==> src/rtl/dpram_port_arbiter.sv <==
// rtl/dpram_port_arbiter.sv - two-requester round-robin arbiter with bounded lock for one RAM port
//
// Shares a single synchronous RAM port (one-cycle read latency) between
// requesters r0 and r1. Grant is combinational in the request cycle and the
// access commits at the next rising edge.
//
// Ports:
//   clk, reset                  rising-edge clock, synchronous active-high reset
//   req*/we*/lock*/addr*/wdata* requester access: request, write, keep-lock, address, write data
//   gnt*                        access accepted this cycle
//   rvalid*/rdata*              read data return, one cycle after a granted read
//   ram_addr/ram_din/ram_wen    to the RAM port (zero when nobody is granted)
//   ram_dout                    from the RAM port, valid one cycle after the address

module dpram_port_arbiter #(
    parameter int ADDR_W   = 10,
    parameter int DATA_W   = 16,
    parameter int MAX_LOCK = 4
) (
    input  logic              clk,
    input  logic              reset,
    input  logic              req0,
    input  logic              we0,
    input  logic              lock0,
    input  logic [ADDR_W-1:0] addr0,
    input  logic [DATA_W-1:0] wdata0,
    output logic              gnt0,
    output logic              rvalid0,
    output logic [DATA_W-1:0] rdata0,
    input  logic              req1,
    input  logic              we1,
    input  logic              lock1,
    input  logic [ADDR_W-1:0] addr1,
    input  logic [DATA_W-1:0] wdata1,
    output logic              gnt1,
    output logic              rvalid1,
    output logic [DATA_W-1:0] rdata1,
    output logic [ADDR_W-1:0] ram_addr,
    output logic [DATA_W-1:0] ram_din,
    output logic              ram_wen,
    input  logic [DATA_W-1:0] ram_dout
);

    localparam logic [3:0] MAX_CNT = 4'(MAX_LOCK);

    // Arbitration state
    logic       last_gnt;
    logic       lock_vld;
    logic       lock_idx;
    logic [3:0] lock_cnt;
    logic       rvalid0_q;
    logic       rvalid1_q;

    // Combinational winner
    logic       win_vld;
    logic       win_idx;
    logic       force_brk;
    logic       owner_req;
    logic       other_req;
    logic       win_we;
    logic       win_lock;

    always_comb begin
        win_vld   = 1'b0;
        win_idx   = 1'b0;
        force_brk = 1'b0;
        owner_req = lock_idx ? req1 : req0;
        other_req = lock_idx ? req0 : req1;
        if (reset) begin
            win_vld = 1'b0;
        end else if (lock_vld && owner_req && (lock_cnt < MAX_CNT)) begin
            win_vld = 1'b1;
            win_idx = lock_idx;
        end else if (lock_vld && (lock_cnt == MAX_CNT) && other_req) begin
            // Lock exhausted and the other side is waiting: hand over for one cycle.
            win_vld   = 1'b1;
            win_idx   = ~lock_idx;
            force_brk = 1'b1;
        end else if (req0 && req1) begin
            win_vld = 1'b1;
            win_idx = ~last_gnt;
        end else if (req0) begin
            win_vld = 1'b1;
            win_idx = 1'b0;
        end else if (req1) begin
            win_vld = 1'b1;
            win_idx = 1'b1;
        end
    end

    assign gnt0     = win_vld & ~win_idx;
    assign gnt1     = win_vld &  win_idx;
    assign win_we   = win_idx ? we1 : we0;
    assign win_lock = win_idx ? lock1 : lock0;

    always_comb begin
        ram_addr = '0;
        ram_din  = '0;
        ram_wen  = 1'b0;
        if (win_vld) begin
            ram_addr = win_idx ? addr1 : addr0;
            ram_din  = win_idx ? wdata1 : wdata0;
            ram_wen  = win_we;
        end
    end

    always_ff @(posedge clk) begin
        if (reset) begin
            last_gnt  <= 1'b0;
            lock_vld  <= 1'b0;
            lock_idx  <= 1'b0;
            lock_cnt  <= 4'd0;
            rvalid0_q <= 1'b0;
            rvalid1_q <= 1'b0;
        end else begin
            rvalid0_q <= gnt0 & ~we0;
            rvalid1_q <= gnt1 & ~we1;
            if (win_vld) begin
                last_gnt <= win_idx;
            end
            if (force_brk) begin
                lock_vld <= 1'b0;
                lock_cnt <= 4'd0;
            end else if (win_vld && win_lock) begin
                if (lock_vld && (lock_idx == win_idx)) begin
                    if (lock_cnt < MAX_CNT) begin
                        lock_cnt <= lock_cnt + 4'd1;
                    end
                end else begin
                    lock_vld <= 1'b1;
                    lock_idx <= win_idx;
                    lock_cnt <= 4'd1;
                end
            end else begin
                // Owner dropped req or lock (or nobody asked to lock): release.
                lock_vld <= 1'b0;
                lock_cnt <= 4'd0;
            end
        end
    end

    // Gate with reset so a read granted just before reset never surfaces.
    assign rvalid0 = rvalid0_q & ~reset;
    assign rvalid1 = rvalid1_q & ~reset;
    assign rdata0  = rvalid0 ? ram_dout : '0;
    assign rdata1  = rvalid1 ? ram_dout : '0;

endmodule
==> config.mk <==
export PLATFORM = sky130hd
export DESIGN_NAME = dpram_port_arbiter
export DESIGN_NICKNAME = d
export VERILOG_FILES = /design/src/rtl/dpram_port_arbiter.sv
export SDC_FILE = /design/constraint.sdc
export NUM_CORES = 1
export LEC_CHECK = 0
export BUFFER_PORTS_ARGS = -buffer_cell sky130_fd_sc_hd__buf_2
export CELL_PAD_IN_SITES_DETAIL_PLACEMENT = 0
export CELL_PAD_IN_SITES_GLOBAL_PLACEMENT = 1
export CORE_ASPECT_RATIO = 0.7
export CORE_MARGIN = 5
export CORE_UTILIZATION = 21
export DETAILED_ROUTE_END_ITERATION = 10
export GPL_ROUTABILITY_DRIVEN = 0
export HOLD_SLACK_MARGIN = 0.06
export PLACE_DENSITY_LB_ADDON = 0.1
export SETUP_SLACK_MARGIN = 0.4
export SYNTH_ARGS = -nofsm -noshare
export SYNTH_HDL_FRONTEND = slang
export SYNTH_SLANG_ARGS = --single-unit
==> constraint.sdc <==
create_clock -name clk -period 2.4 [get_ports clk]
set_input_delay 0.24 -clock clk [delete_from_list [all_inputs] [get_ports clk]]
set_output_delay 0.24 -clock clk [all_outputs]
set_load 0.1 [all_outputs]
# After elaboration in Yosys (flattened, before gate mapping)

Index checks and enable logic that the tools add are counted.

Add/sub/neg operators: 1
Multipliers: 0
Divide/modulo/power cells: 0
Order comparisons: 1
Equality and inequality tests: 3
Shifts and indexed selects: 0
Mux-type cells: 27
Bitwise operators: 15
Reduce and logical (&&, ||, !) cells: 10

Operators by type and width:

| kind                | count |
|---|---|
| $mux 16             | 4 |
| $mux 1              | 21 |
| $mux 10             | 2 |
| $not 1->1           | 9 |
| $logic_and 1x1->1   | 7 |
| $and 1x1->1         | 6 |
| $add 4x1->4 const B | 1 |
| $eq 4x3->1 const B  | 1 |
| $lt 4x3->1 const B  | 1 |
| $reduce_or 4->1     | 1 |
| $reduce_and 3->1    | 1 |
| $reduce_or 3->1     | 1 |
| $ne 2x1->1 const B  | 1 |
| $eq 1x1->1          | 1 |

Register bits after elaboration: 9
Bits in latches: 0
Bits in writable memories: 0
Memory bits (read-only): 0
Input bits: 76
Output and inout port bits: 63
Word-level logic and storage cells: 64
Memories kept: 0

# Logic depth before layout (Yosys ltp)

Depth in word-level cells: 10
Gate-level depth with buffers: 8
Depth with buffers taken out: 7

# Worst setup path before layout

No wires, ideal clock.

Path type: reg-to-output
Start point: register lock_cnt[0]
End point: output port ram_din[10]
Arrival: 3.568 ns
Data required time: 2.160 ns
Slack: -1.408 ns
Cell stages (with the launch flop): 9
Buffers on the path: 1
Path through: dfxtp_1 -> inv_1 -> ha_1 -> nand3b_1 -> a31o_2 -> o21ai_2 -> inv_2 -> buf_4 -> o21ai_0

Longest elaborated chain between the ends: 8
Elaborated cells between the ends (all ways): 13
Classes of those cells: order compare (1); eq/ne (1); mux (8); reduce/logical (3)

RTL lines:

| what                            | line | source |
|---|---|---|
| from (decl)                     | 50   | `logic [3:0] lock_cnt;` |
| from (signal assigned)          | 127  | `lock_cnt <= lock_cnt + 4'd1;` |
| $eq 4x3->1                      | 74   | `end else if (lock_vld && (lock_cnt == MAX_CNT) && other_req) begin` |
| $logic_and 1x1->1 (2 in series) | 74   |  |
| $mux 1                          | 74   |  |
| $mux 1                          | 71   | `end else if (lock_vld && owner_req && (lock_cnt < MAX_CNT)) begin` |
| $mux 1                          | 69   | `if (reset) begin` |
| $mux 16                         | 102  | `ram_din = win_idx ? wdata1 : wdata0;` |
| $mux 16 *                       | 100  | `if (win_vld) begin` |
| to (decl)                       | 39   | `output logic [DATA_W-1:0] ram_din,` |

Mark *: on every way between the ends. The rest lies on a longest branch, timed or not.

# Worst setup path after layout

Start point: register lock_cnt[0]
End point: output port ram_addr[3]

Longest elaborated chain between the ends: 8
Elaborated cells between the ends (all ways): 13
Classes of those cells: order compare (1); eq/ne (1); mux (8); reduce/logical (3)

RTL lines:

| what                            | line | source |
|---|---|---|
| $eq 4x3->1                      | 74   |  |
| $logic_and 1x1->1 (2 in series) | 74   |  |
| $mux 1                          | 74   |  |
| $mux 1                          | 71   |  |
| $mux 1                          | 69   |  |
| $mux 10                         | 101  | `ram_addr = win_idx ? addr1 : addr0;` |
| $mux 10 *                       | 100  |  |
| to (decl)                       | 38   | `output logic [ADDR_W-1:0] ram_addr,` |

Marks and branches as above.

==> results by group <==
Worst setup path
  • Worst Path Class, Setup: flip-flop to output port
  • Crit start category: flip-flop
  • WP data required: roughly 2200 ps
  • CP arrival: between 2000 and 2500 ps
  • Crit path to: ram_addr[3]
  • Flop-to-flop setup slack: 410 ps
  • FF-to-FF Start: lock_cnt[0]
  • Worst Path Max Fanout: 8
  • Critical path launch point: lock_cnt[0]
  • Register-to-Register Path Depth: 10
  • Critical Path Sink Type: output port
  • FF-to-FF End: lock_vld

Final layout
  • Ant. Diodes: 0
  • Fraction of layout cells with a size suffix above 1: 0.672
  • Final instance area: ~3200 µm²
  • Area Growth Syn to Fin: 151%
  • Fin nets: 423

Floorplan
  • Die X: just over 100 µm
  • Die H: ~76 µm
  • Core ar.: 5840 µm²
  • Initial Util: 0.221
  • Row count: 23
  • Die area: approximately 8000 µm²
  • Num ports: roughly 140

Synth
  • Synth Area in XOR/XNOR: 0
  • Post-synthesis compound-gate area fraction: 0.370
  • Syn avg cell area: ~6.7 µm²
  • Mux cell area share after synthesis: 0.0311
  • Adder-Cell Fraction of Synth Area: 0.0194
  • Mapped Nets: 270
  • Synthesized flop and latch total: 9
  • Post-synth EDFFs: 0
  • Yosys cell types: 34
  • Main combinational cell family by area after synthesis: compound AO/OA/AOI/OAI gates
  • Share of flip-flops with an asynchronous set or reset: 0
  • Yosys warnings: 0
  • Sequential area share after synthesis: 0.140
  • Simple-Gate Fraction of Synth Area: 0.347
  • Mapped cell area: about 1300 µm²
  • Main flop type after synthesis: dfxtp_1
  • Synth Instances: between 150 and 200

Pwr
  • Final total power: between 1 and 1.5 mW
  • PD cells: approximately 440 nW/µm²
  • Worst VDD drop: between 0.15 and 0.2 mV
  • Leakage: between 1 and 1.5 nW

Global routing
  • Number of global-route vias before repair: 1964
  • Largest net degree at the start of global routing: 23
  • Initial antenna violation count: 0
  • Total GRT Usage: 0.160
  • Global-route wire length before repair: between 10000 and 15000 µm
  • GRT Residual Overflow: 0

STA
  • Worst slew pin tran: about 510 ps
  • Final setup violation count: 0
  • F_max: around 430 MHz
  • Fin Clk Skew: approximately 3.4 ps
  • Period utilization: 0.968
  • Max-slew headroom: 0.665
  • Hold Fails Final Rpt: 0
  • RSZ-0062 raised after global routing: yes
  • Hold_ws: about 200 ps
  • Slew Limit Fails: 0
  • Period minus WS final: 2320 ps

Run status
  • Status: finished, final reports clean

Detailed routing
  • DRT Wirelength: around 6700 µm
  • Iter 0 DRT Violations: 61
  • DR vias: just under 2k
  • Drt first pass iters: 4
  • Drt wl/cell: around 16 µm
  • DR vias/cell: 4.71
  • Final ANT Viol Nets: 0
  • Detailed-route DRC error count: 0

Place
  • Hpwl dp: 4980 µm
  • Post-DP Area: about 2900 µm²
  • Port-buffer cells: around 140

CTS
  • Clk sinks: 9
  • Worst-Skew Late Latency: 230 ps
  • CTS buffer count: 3
  • CTS Hold Bufs: 0
  • Clk root buf: clkbuf_8
  • Clock slew seen by the registers of the worst setup and hold paths: 50 ps
  • H-tree depth: 1
  • Clock Tree Buf Depth: 2
  • CTS tree: yes

Job
  • Max_cap viols: 0

Hold path
  • Worst min path class: primary input to flip-flop
-- cell type report --
class	count	area, µm²
inverter	5	23.8
timing repair buffer	167	1540
clock buffer	4	45.0
sequential	9	185
tap	75	93.8
multi-input combinational	159	1350
fill	552	2610
-- worst max-delay path, cell delays in order, from the launching register on --
cell      delay (ps)
dfxtp_2          320
inv_2             60
ha_4             130
nand3b_1         150
a311oi_4         350
buf_6            160
buf_6            120
buf_12           120
o211ai_1         150
o21ai_4          110
buf_12           190
-- sequential cells by signal (all words and copies together) (netlist names) --
signal,cells
lock_cnt,4
last_gnt,1
lock_idx,1
lock_vld,1
rvalid0_q,1
rvalid1_q,1
-- logic make-up after synthesis --
group	Yosys count
AND/OR/NAND/NOR	82
flip-flops	9
buffers and inverters	24
adder cells (fa/ha/maj)	2
AO/OA/AOI/OAI	71
multiplexers	4
-- timing repair --
| item | CTS | global route |
|---|---|---|
| pin swaps | 26 | 5 |
| cloned | 5 | 2 |
| gates resized for setup | 20 | 2 |
| endpoints found under the setup margin | 32 | 33 |
| buffers inserted | 9 | 1 |
-- through the flow --
step           TNS (ps)  worst slack [ps]  utilization  std cells
6_report              0              76.7        0.554        419
4_1_cts               0               109        0.544        416
3_3_place_gp          0               316        0.493        398
3_5_place_dp          0               246        0.493        398
5_1_grt            -167             -35.4        0.554        419
2_1_floorplan         0              54.8            -        192
-- synthesized netlist by cell type, types with 3 or more instances --
master     n  area, µm²
a21oi_1    4       20.0
and2_1    33        206
buf_2      9       45.0
buf_4      3       22.5
clkbuf_1   6       22.5
dfxtp_1    9        180
inv_1      4       15.0
mux2i_1    4       40.0
nand2_1   30        113
nor2_1     3       11.3
nor2b_1    3       18.8
o211ai_1  29        218
o21ai_0   17       85.1
o21ai_1   12       60.1
-- metal layers --
layer | vias up | track usage | share of wire
met5 | - | 0 | 0
met4 | 0 | 0.0262 | 0.011
met3 | 6 | 0.0423 | 0.072
met2 | 94 | 0.270 | 0.46
met1 | 882 | 0.212 | 0.46
li1 | 991 | - | -
-- power breakdown --
group          switching, mW  internal (mW)
sequential           0.00998          0.158
clock                 0.0605          0.116
combinational          0.673          0.418
-- cell usage in the layout, fill, tap and decap left out, types with 2 or more instances in the layout --
master	synthesis	layout
dfxtp_2	0	4
o211ai_1	29	29
buf_6	1	5
nor2_1	3	3
o21ai_4	0	28
nor2b_1	3	2
nand4b_1	2	2
buf_16	0	4
and2_1	33	15
buf_4	3	13
inv_1	4	2
nand3b_1	2	2
inv_2	1	2
buf_2	9	109
clkbuf_16	0	2
a21oi_1	4	4
and2_2	0	18
nand3_1	2	2
mux2i_1	4	4
dfxtp_1	9	5
nand2_1	30	30
buf_12	0	34
clkbuf_8	0	3
o21ba_2	2	2
a21o_1	2	2
-- worst min path at each step --
stage | cells after the start | start | slack (ps) | to
2_1_floorplan | 1 | we1 | 310 | rvalid1_q
3_3_place_gp | 2 | we0 | 440 | rvalid0_q
3_5_place_dp | 2 | we0 | 440 | rvalid0_q
4_1_cts | 2 | we1 | 190 | rvalid1_q
5_1_grt | 2 | we1 | 190 | rvalid1_q
6_report | 2 | we1 | 200 | rvalid1_q
(Power assumes the default switching activity.)
